File: src/rtl/cache_fill_arbiter.sv
// Arbitrates I/D-cache block fills over one pipelined memory port.
// D-cache wins ties; each grant issues and collects a full block.
module cache_fill_arbiter #(
  parameter int WORDS_PER_BLOCK = 8,
  parameter int ADDR_W = 16,
  localparam int WW = $clog2(WORDS_PER_BLOCK),
  localparam int OFF = WW + 1
) (
  input  logic              clk,
  input  logic              rst_n,
  input  logic              icache_miss,
  input  logic [ADDR_W-1:0] icache_miss_addr,
  input  logic              dcache_miss,
  input  logic [ADDR_W-1:0] dcache_miss_addr,
  output logic              mem_en,
  output logic [ADDR_W-1:0] mem_addr,
  input  logic              mem_data_valid,
  input  logic [15:0]       mem_data,
  output logic [15:0]       fill_data,
  output logic [WW-1:0]     fill_word,
  output logic              icache_fill_we,
  output logic              dcache_fill_we,
  output logic              icache_tag_we,
  output logic              dcache_tag_we,
  output logic              fill_busy,
  output logic              fill_owner
);

  typedef enum logic [1:0] {
    IDLE,
    ISSUE,
    DRAIN
  } state_t;

  localparam logic [WW-1:0] LAST = WW'(WORDS_PER_BLOCK - 1);

  state_t            state_q;
  logic [WW-1:0]     issue_q;
  logic [WW-1:0]     ret_q;
  logic              owner_q;
  logic              mem_en_q;
  logic              busy_q;
  logic [ADDR_W-1:0] mem_addr_q;

  logic [ADDR_W-1:0] i_base;
  logic [ADDR_W-1:0] d_base;
  logic              ret_fire;
  logic              tag_fire;

  assign i_base = {icache_miss_addr[ADDR_W-1:OFF], {OFF{1'b0}}};
  assign d_base = {dcache_miss_addr[ADDR_W-1:OFF], {OFF{1'b0}}};

  // Returns only count while a fill owns the port; stale data is dropped.
  assign ret_fire = mem_data_valid && (state_q != IDLE);
  assign tag_fire = ret_fire && (ret_q == LAST);

  assign fill_data      = mem_data;
  assign fill_word      = ret_q;
  assign icache_fill_we = ret_fire && !owner_q;
  assign dcache_fill_we = ret_fire && owner_q;
  assign icache_tag_we  = tag_fire && !owner_q;
  assign dcache_tag_we  = tag_fire && owner_q;

  assign mem_en     = mem_en_q;
  assign mem_addr   = mem_addr_q;
  assign fill_busy  = busy_q;
  assign fill_owner = owner_q;

  always_ff @(posedge clk) begin
    if (!rst_n) begin
      state_q    <= IDLE;
      issue_q    <= '0;
      ret_q      <= '0;
      owner_q    <= 1'b0;
      mem_en_q   <= 1'b0;
      busy_q     <= 1'b0;
      mem_addr_q <= '0;
    end else begin
      unique case (state_q)
        IDLE: begin
          if (dcache_miss || icache_miss) begin
            owner_q    <= dcache_miss;
            mem_addr_q <= dcache_miss ? d_base : i_base;
            mem_en_q   <= 1'b1;
            busy_q     <= 1'b1;
            issue_q    <= '0;
            ret_q      <= '0;
            state_q    <= ISSUE;
          end
        end
        ISSUE: begin
          if (issue_q == LAST) begin
            mem_en_q <= 1'b0;
            state_q  <= DRAIN;
          end else begin
            mem_addr_q <= mem_addr_q + ADDR_W'(2);
            issue_q    <= issue_q + WW'(1);
          end
        end
        DRAIN: ;
        default: state_q <= IDLE;
      endcase
      if (ret_fire) ret_q <= ret_q + WW'(1);
      // Final return closes the fill even if issue has not finished.
      if (tag_fire) begin
        state_q  <= IDLE;
        busy_q   <= 1'b0;
        mem_en_q <= 1'b0;
      end
    end
  end

endmodule

File: config.mk
export PLATFORM = sky130hd
export DESIGN_NAME = cache_fill_arbiter
export DESIGN_NICKNAME = d
export VERILOG_FILES = /design/src/rtl/cache_fill_arbiter.sv
export SDC_FILE = /design/constraint.sdc
export NUM_CORES = 1
export LEC_CHECK = 0
export ABC_AREA = 1
export CORE_MARGIN = 3
export CORE_UTILIZATION = 43
export CTS_CLUSTER_DIAMETER = 150
export DETAILED_ROUTE_END_ITERATION = 7
export PLACE_DENSITY_LB_ADDON = 0.1
export SLEW_MARGIN = 20
export SYNTH_ARGS = -nofsm -noshare
export SYNTH_HDL_FRONTEND = slang
export SYNTH_SLANG_ARGS = --single-unit
File: constraint.sdc
create_clock -name clk -period 2.2 [get_ports clk]
set_input_delay 0.44 -clock clk [delete_from_list [all_inputs] [get_ports clk]]
set_output_delay 0.44 -clock clk [all_outputs]
set_load 0.02 [all_outputs]
==> results of run 1 <==
==> sequential cells by signal (all words and copies together) (netlist names) <==
register    cells
mem_en          1
state_q         2
fill_owner      1
fill_word       3
fill_busy       1
issue_q         3
mem_addr       15
==> power groups by stage <==
stage | combinational [mW] | sequential, mW | clock [mW]
after detailed placement | 0.429 | 0.588 | 0
final | 0.426 | 0.579 | 0.316
after floorplan | 0.263 | 0.625 | 0
after global routing | 0.472 | 0.588 | 0.339
after CTS | 0.429 | 0.578 | 0.323
after global placement | 0.426 | 0.588 | 0
==> worst max-delay path: cells and delay by family <==
family,cells,cell delay (ps)
buf+inv,3,820
simple gates,3,400
==> placed cells by master, fill, tap and decap left out, drive strengths merged <==
cell           netlist  layout
dlygate4sd2          0       3
o21ai               26      26
a31oi                3       3
nand4                5       5
ha                   6       6
dfxtp               26      26
nand2               57      57
clkdlybuf4s50        0      49
a21oi               29      29
nor2                46      46
clkbuf               1       5
o21bai               3       3
conb                 1       1
nand3               19      19
inv                 22      22
buf                 26       7
==> final cells by class <==
type / instances / share of cell area, %
inverters: 22 / 3.74
well taps: 48 / 2.64
flip-flops and latches: 26 / 22.9
repair buffers: 60 / 25.3
clock buffers: 4 / 2.42
multi-input cells: 195 / 43.0
==> timing repair <==
item	4_1_cts	5_1_grt
endpoints found under the setup margin	4	1
pin swaps	0	0
buffers inserted	0	0
resized for setup	4	2
gates cloned	0	0
==> metrics by stage <==
stage | instances | hold slack, ps | setup TNS [ps]
2_1_floorplan | 270 | 464 | 0
3_3_place_gp | 351 | 450 | -621
3_5_place_dp | 351 | 461 | -683
4_1_cts | 355 | 483 | 0
5_1_grt | 355 | 508 | 0
6_report | 355 | 484 | 0
==> logic make-up after synthesis <==
logic type | share of synthesized area (%)
other | 0.209
flip-flops | 29.1
AND/OR/NAND/NOR | 30.9
adder cells (fa/ha/maj) | 4.19
buffers and inverters | 16.3
AO/OA/AOI/OAI | 19.3
==> layer usage <==
layer	global-route usage, %	wire length (microns)	vias up
met1	25.8	2220	765
met3	2.84	235	4
met5	0	0	-
met4	3.34	19	0
met2	26.8	1900	52
li1	-	-	938
==> how the worst min path moves through the flow <==
stage | cells after the start | slack (ps) | start | end
after floorplan | 2 | 460 | state_q[1]$_SDFFE_PP0P_ | state_q[1]$_SDFFE_PP0P_
after global placement | 2 | 450 | fill_busy$_SDFFE_PP0P_ | fill_busy$_SDFFE_PP0P_
after detailed placement | 2 | 460 | mem_en$_SDFFE_PP0P_ | mem_en$_SDFFE_PP0P_
after CTS | 2 | 480 | mem_en$_SDFFE_PP0P_ | mem_en$_SDFFE_PP0P_
after global routing | 2 | 510 | mem_en$_SDFFE_PP0P_ | mem_en$_SDFFE_PP0P_
final | 2 | 480 | fill_word[1]$_SDFFE_PN0P_ | fill_word[1]$_SDFFE_PN0P_
==> qor.txt, run 1 <==
CTS tree: done
Crit path time final: 2100 ps
Final global-route overflow total: 0
Total Wirelength: 4.37 mm
Logic pwr share: 32.3%
Reg2Reg Capture Point: issue_q[0]$_SDFFE_PN0P_
Worst setup path endpoint: icache_tag_we
Max Clock Freq: 476 MHz
Final worst slack: 97.3 ps
Leak: 0.911 nW
Req. time, crit path: 1760 ps
Inserted Clock Buffers: 3
Number of I/O port buffers: 53
Die X: 70.6 microns
Max stage delay on crit path: 450 ps
Num ports: 95
H-tree lvl count: 1
Pwr per Cell Area: 581 nW/um^2
MaxCap Viol Count: 0
Floorplan row count: 22
Number of detailed-route iterations in the first pass: 4
Post-Synthesis Net Count: 329
Setup crit start: mem_data_valid
HP Class: register to register
Antenna violations before repair: 0
CP Launch Type: primary input
Num Clock Sinks: 26
Clock transition at path regs: 90 ps
Vias in the first global route: 1551
Area Growth Syn to Fin: 26.9%
Synth area leader: dfxtp_1
Asr flop ratio synth: 0%
Post-DP HPWL: 3.29 mm
Area of placed instances: 2230 sq um
Crit path arrival time: 1660 ps
Hold Vio Cnt, Final: 0
Layout cell share with drive strength beyond 1: 11.4%
Synth top area share: 29.1%
Synth cell count leaders: 54 x nand2_1, 35 x nor2_1, 26 x dfxtp_1
Antenna diode count: 0
Nets: 367
Vias per cell: 4.95
First-pass GRT wire length: 7.22 mm
Via count: 1759
Cells after Synth: 270
Hold buffer count at cts: 0
Crit-path max FO: 3
Count leader, synth: nand2_1
Mapped cell area: 1790 sq um
Placer Congestion: 0.755
Fillers: 401
Top_reg_cell synth: dfxtp_1
Fin. max-slew vios: 0
Core area: 3830 sq um
Clock Power Share: 23.9%
DIE HEIGHT: 70.6 microns
P_int: 876 uW
Largest net degree at the start of global routing: 29
Worst-case clock skew: 6.26 ps
Clk_lat worst skew: 270 ps
Post-synth EDFFs: 0
R2r worst-path depth: 9
Psw: 444 uW
Clock buffer depth: 2
Seq pwr share: 43.8%
R2R Setup Slk: 640 ps
Die area: 4980 sq um
Finished layout cell area: 2270 sq um
CP most frequent cell: nor2_1
Register area: 520 sq um
Critical path class: primary input to output port
Area occupied by multi-input gates: 978 sq um
Synth Warn #: 0
Worst VDD drop: 0.363 mV
WL per Instance: 12.3 microns
Drt first-iter violations: 155
Post-route core utilization: 59.4%
RSZ-0062 raised after global routing: no
#FFs+latches synth: 26
Register area share after synthesis: 29.1%
Total chip power: 1.32 mW
Initial Util: 46.8%
Endpoints failing setup: 0
CP max stage cell: clkdlybuf4s50_1
DRT antenna net count: 0
Status: finished, final reports clean
Gr usage total: 17.4%
Synthesized area per cell: 6.64 sq um
Worst r2r src: issue_q[0]$_SDFFE_PN0P_
CTS root buf: clkbuf_8
Distinct cell type count after synthesis: 25
Setup slack after placement: -206 ps
Sw frac: 33.7%
CP Cell Sequence: clkdlybuf4s50_1 -> inv_1 -> nor2_1 -> nand2_1 -> nor2_1 -> dlygate4sd2_1
Worst setup EP type: output port
Period utilisation layout: 95.6%
Remaining DRCs: 0
Synth top area cells: dfxtp_1 29%, nand2_1 11%, buf_4 8.4%, nor2_1 7.3%, a21oi_1 6.7%
Note: power is estimated with default switching activity, not from simulation.
==> run 2: changes to the inputs <==
--- a/config.mk
+++ b/config.mk
@@ -7,11 +7,12 @@
 export LEC_CHECK = 0
 export ABC_AREA = 1
 export CORE_MARGIN = 3
-export CORE_UTILIZATION = 43
-export CTS_CLUSTER_DIAMETER = 150
+export CORE_UTILIZATION = 65
+export CTS_CLUSTER_DIAMETER = 30
 export DETAILED_ROUTE_END_ITERATION = 7
+export DONT_BUFFER_PORTS = 1
 export PLACE_DENSITY_LB_ADDON = 0.1
-export SLEW_MARGIN = 20
+export SLEW_MARGIN = 40
 export SYNTH_ARGS = -nofsm -noshare
 export SYNTH_HDL_FRONTEND = slang
 export SYNTH_SLANG_ARGS = --single-unit
==> qor.txt, run 2 (same netlist as run 1, synthesis figures left out) <==
Status: finished, final reports clean
Post-route core utilization: 66.2%
Gr usage total: 23.8%
Most frequent cells in the layout: 54 x nand2_1, 34 x nor2_1, 26 x dfxtp_1
Via count: 1583
Fin. max-slew vios: 0
Number of detailed-route iterations in the first pass: 4
DRT antenna net count: 0
Worst setup EP type: output port
MaxCap Viol Count: 0
DIE HEIGHT: 58.5 microns
Clock transition at path regs: 150 ps
CTS tree: done
Core area: 2540 sq um
HP Class: primary input to register
First-pass GRT wire length: 6.53 mm
Final TNS setup: 0 ps
Commonest non-fill, non-tap cell in the layout: nand2_1
Hold buffer count at cts: 0
Layout cell share with drive strength beyond 1: 11.7%
Met2 GRT Util: 39.1%
Final worst slack: 147 ps
Area of placed instances: 1630 sq um
Worst-case clock skew: 7.41 ps
Crit-path max FO: 4
Floorplan row count: 18
Vias per cell: 5.69
Finished layout cell area: 1680 sq um
CTS resizes: 0
Antenna diode count: 0
CP Launch Type: register
Number of I/O port buffers: 0
Initial Util: 70.4%
Max Clock Freq: 487 MHz
Endpoints failing setup: 0
Largest net degree at the start of global routing: 29
Critical path class: register to output port
R2r worst-path depth: 9
Pwr per Cell Area: 713 nW/um^2
Period utilisation layout: 93.3%
Vias in the first global route: 1488
Worst VDD drop: 0.533 mV
Clock buffer depth: 2
Total chip power: 1.20 mW
Inserted Clock Buffers: 3
M1 GR Usage: 32.0%
Leak: 0.668 nW
Remaining DRCs: 0
Setup slack after placement: 522 ps
Crit path time final: 2050 ps
WHS: 222 ps
Antenna violations before repair: 0
Post-DP HPWL: 2.73 mm
Num Clock Sinks: 26
Dpl cells: 274
Post-CTS setup buffer count: 0
Max reg flops: 15
Nets: 308
Crit path arrival time: 1610 ps
Total Wirelength: 3.80 mm
Clk_lat worst skew: 330 ps
Die X: 58.5 microns
GR peak layer: met2
Met3 track demand over resource: 4.39%
CTS root buf: clkbuf_4
RSZ-0062 raised after global routing: no
Placer Congestion: 0.807
Num ports: 95
WL per Instance: 13.7 microns
Fin cells: 278
H-tree lvl count: 1
Final global-route overflow total: 0
Hold Vio Cnt, Final: 0
Drt first-iter violations: 120
Hold Path Depth: 2
Area Growth Syn to Fin: -6.01%
Req. time, crit path: 1760 ps
Die area: 3420 sq um
[run 2: changes by cell type in the layout (fill, tap and decap cells not counted), sizes merged]
cell and change:
clkdlybuf4s50 -49, buf -6, clkbuf -2, bufinv +1
dlygate4sd2 -3
[run 2: cell type report]
| type | count | area [sq um] |
|---|---|---|
| clock inverter | 1 | 30.0 |
| timing repair buffer | 1 | 7.51 |
| fill | 247 | 861 |
| clock buffer | 3 | 22.5 |
| tap | 30 | 37.5 |
| multi-input combinational | 195 | 981 |
| inverter | 22 | 85.1 |
| sequential | 26 | 520 |
[run 2: per-layer routing]
metal | routed length [microns] | part of all wire [%] | up-vias
met5 | 0 | 0 | -
met4 | 31 | 0.81 | 0
met3 | 295 | 7.8 | 5
met2 | 1710 | 45 | 54
met1 | 1770 | 47 | 698
li1 | - | - | 826
[run 2: power by group]
group          leakage, nW  switching (mW)  internal (mW)
clock network       0.0279           0.155          0.184
logic                0.426           0.145         0.0824
registers            0.215           0.114          0.519
total                0.668           0.415          0.786
[run 2: worst paths after layout]
path,slack [ps],from,to
hold / removal,220,rst_n,mem_addr[9]$_SDFFE_PN0P_
setup / recovery,150,fill_word[0]$_SDFFE_PN0P_,icache_tag_we
hold reg to reg,520,state_q[1]$_SDFFE_PP0P_,state_q[1]$_SDFFE_PP0P_
setup reg to reg,590,issue_q[0]$_SDFFE_PN0P_,mem_addr[3]$_SDFFE_PN0P_
[run 2: worst max-delay path, cell delays in order, from the launching register on]
cell	delay (ps)
dfxtp_1	510
ha_1	200
ha_1	140
nand2_1	100
nor2_1	340
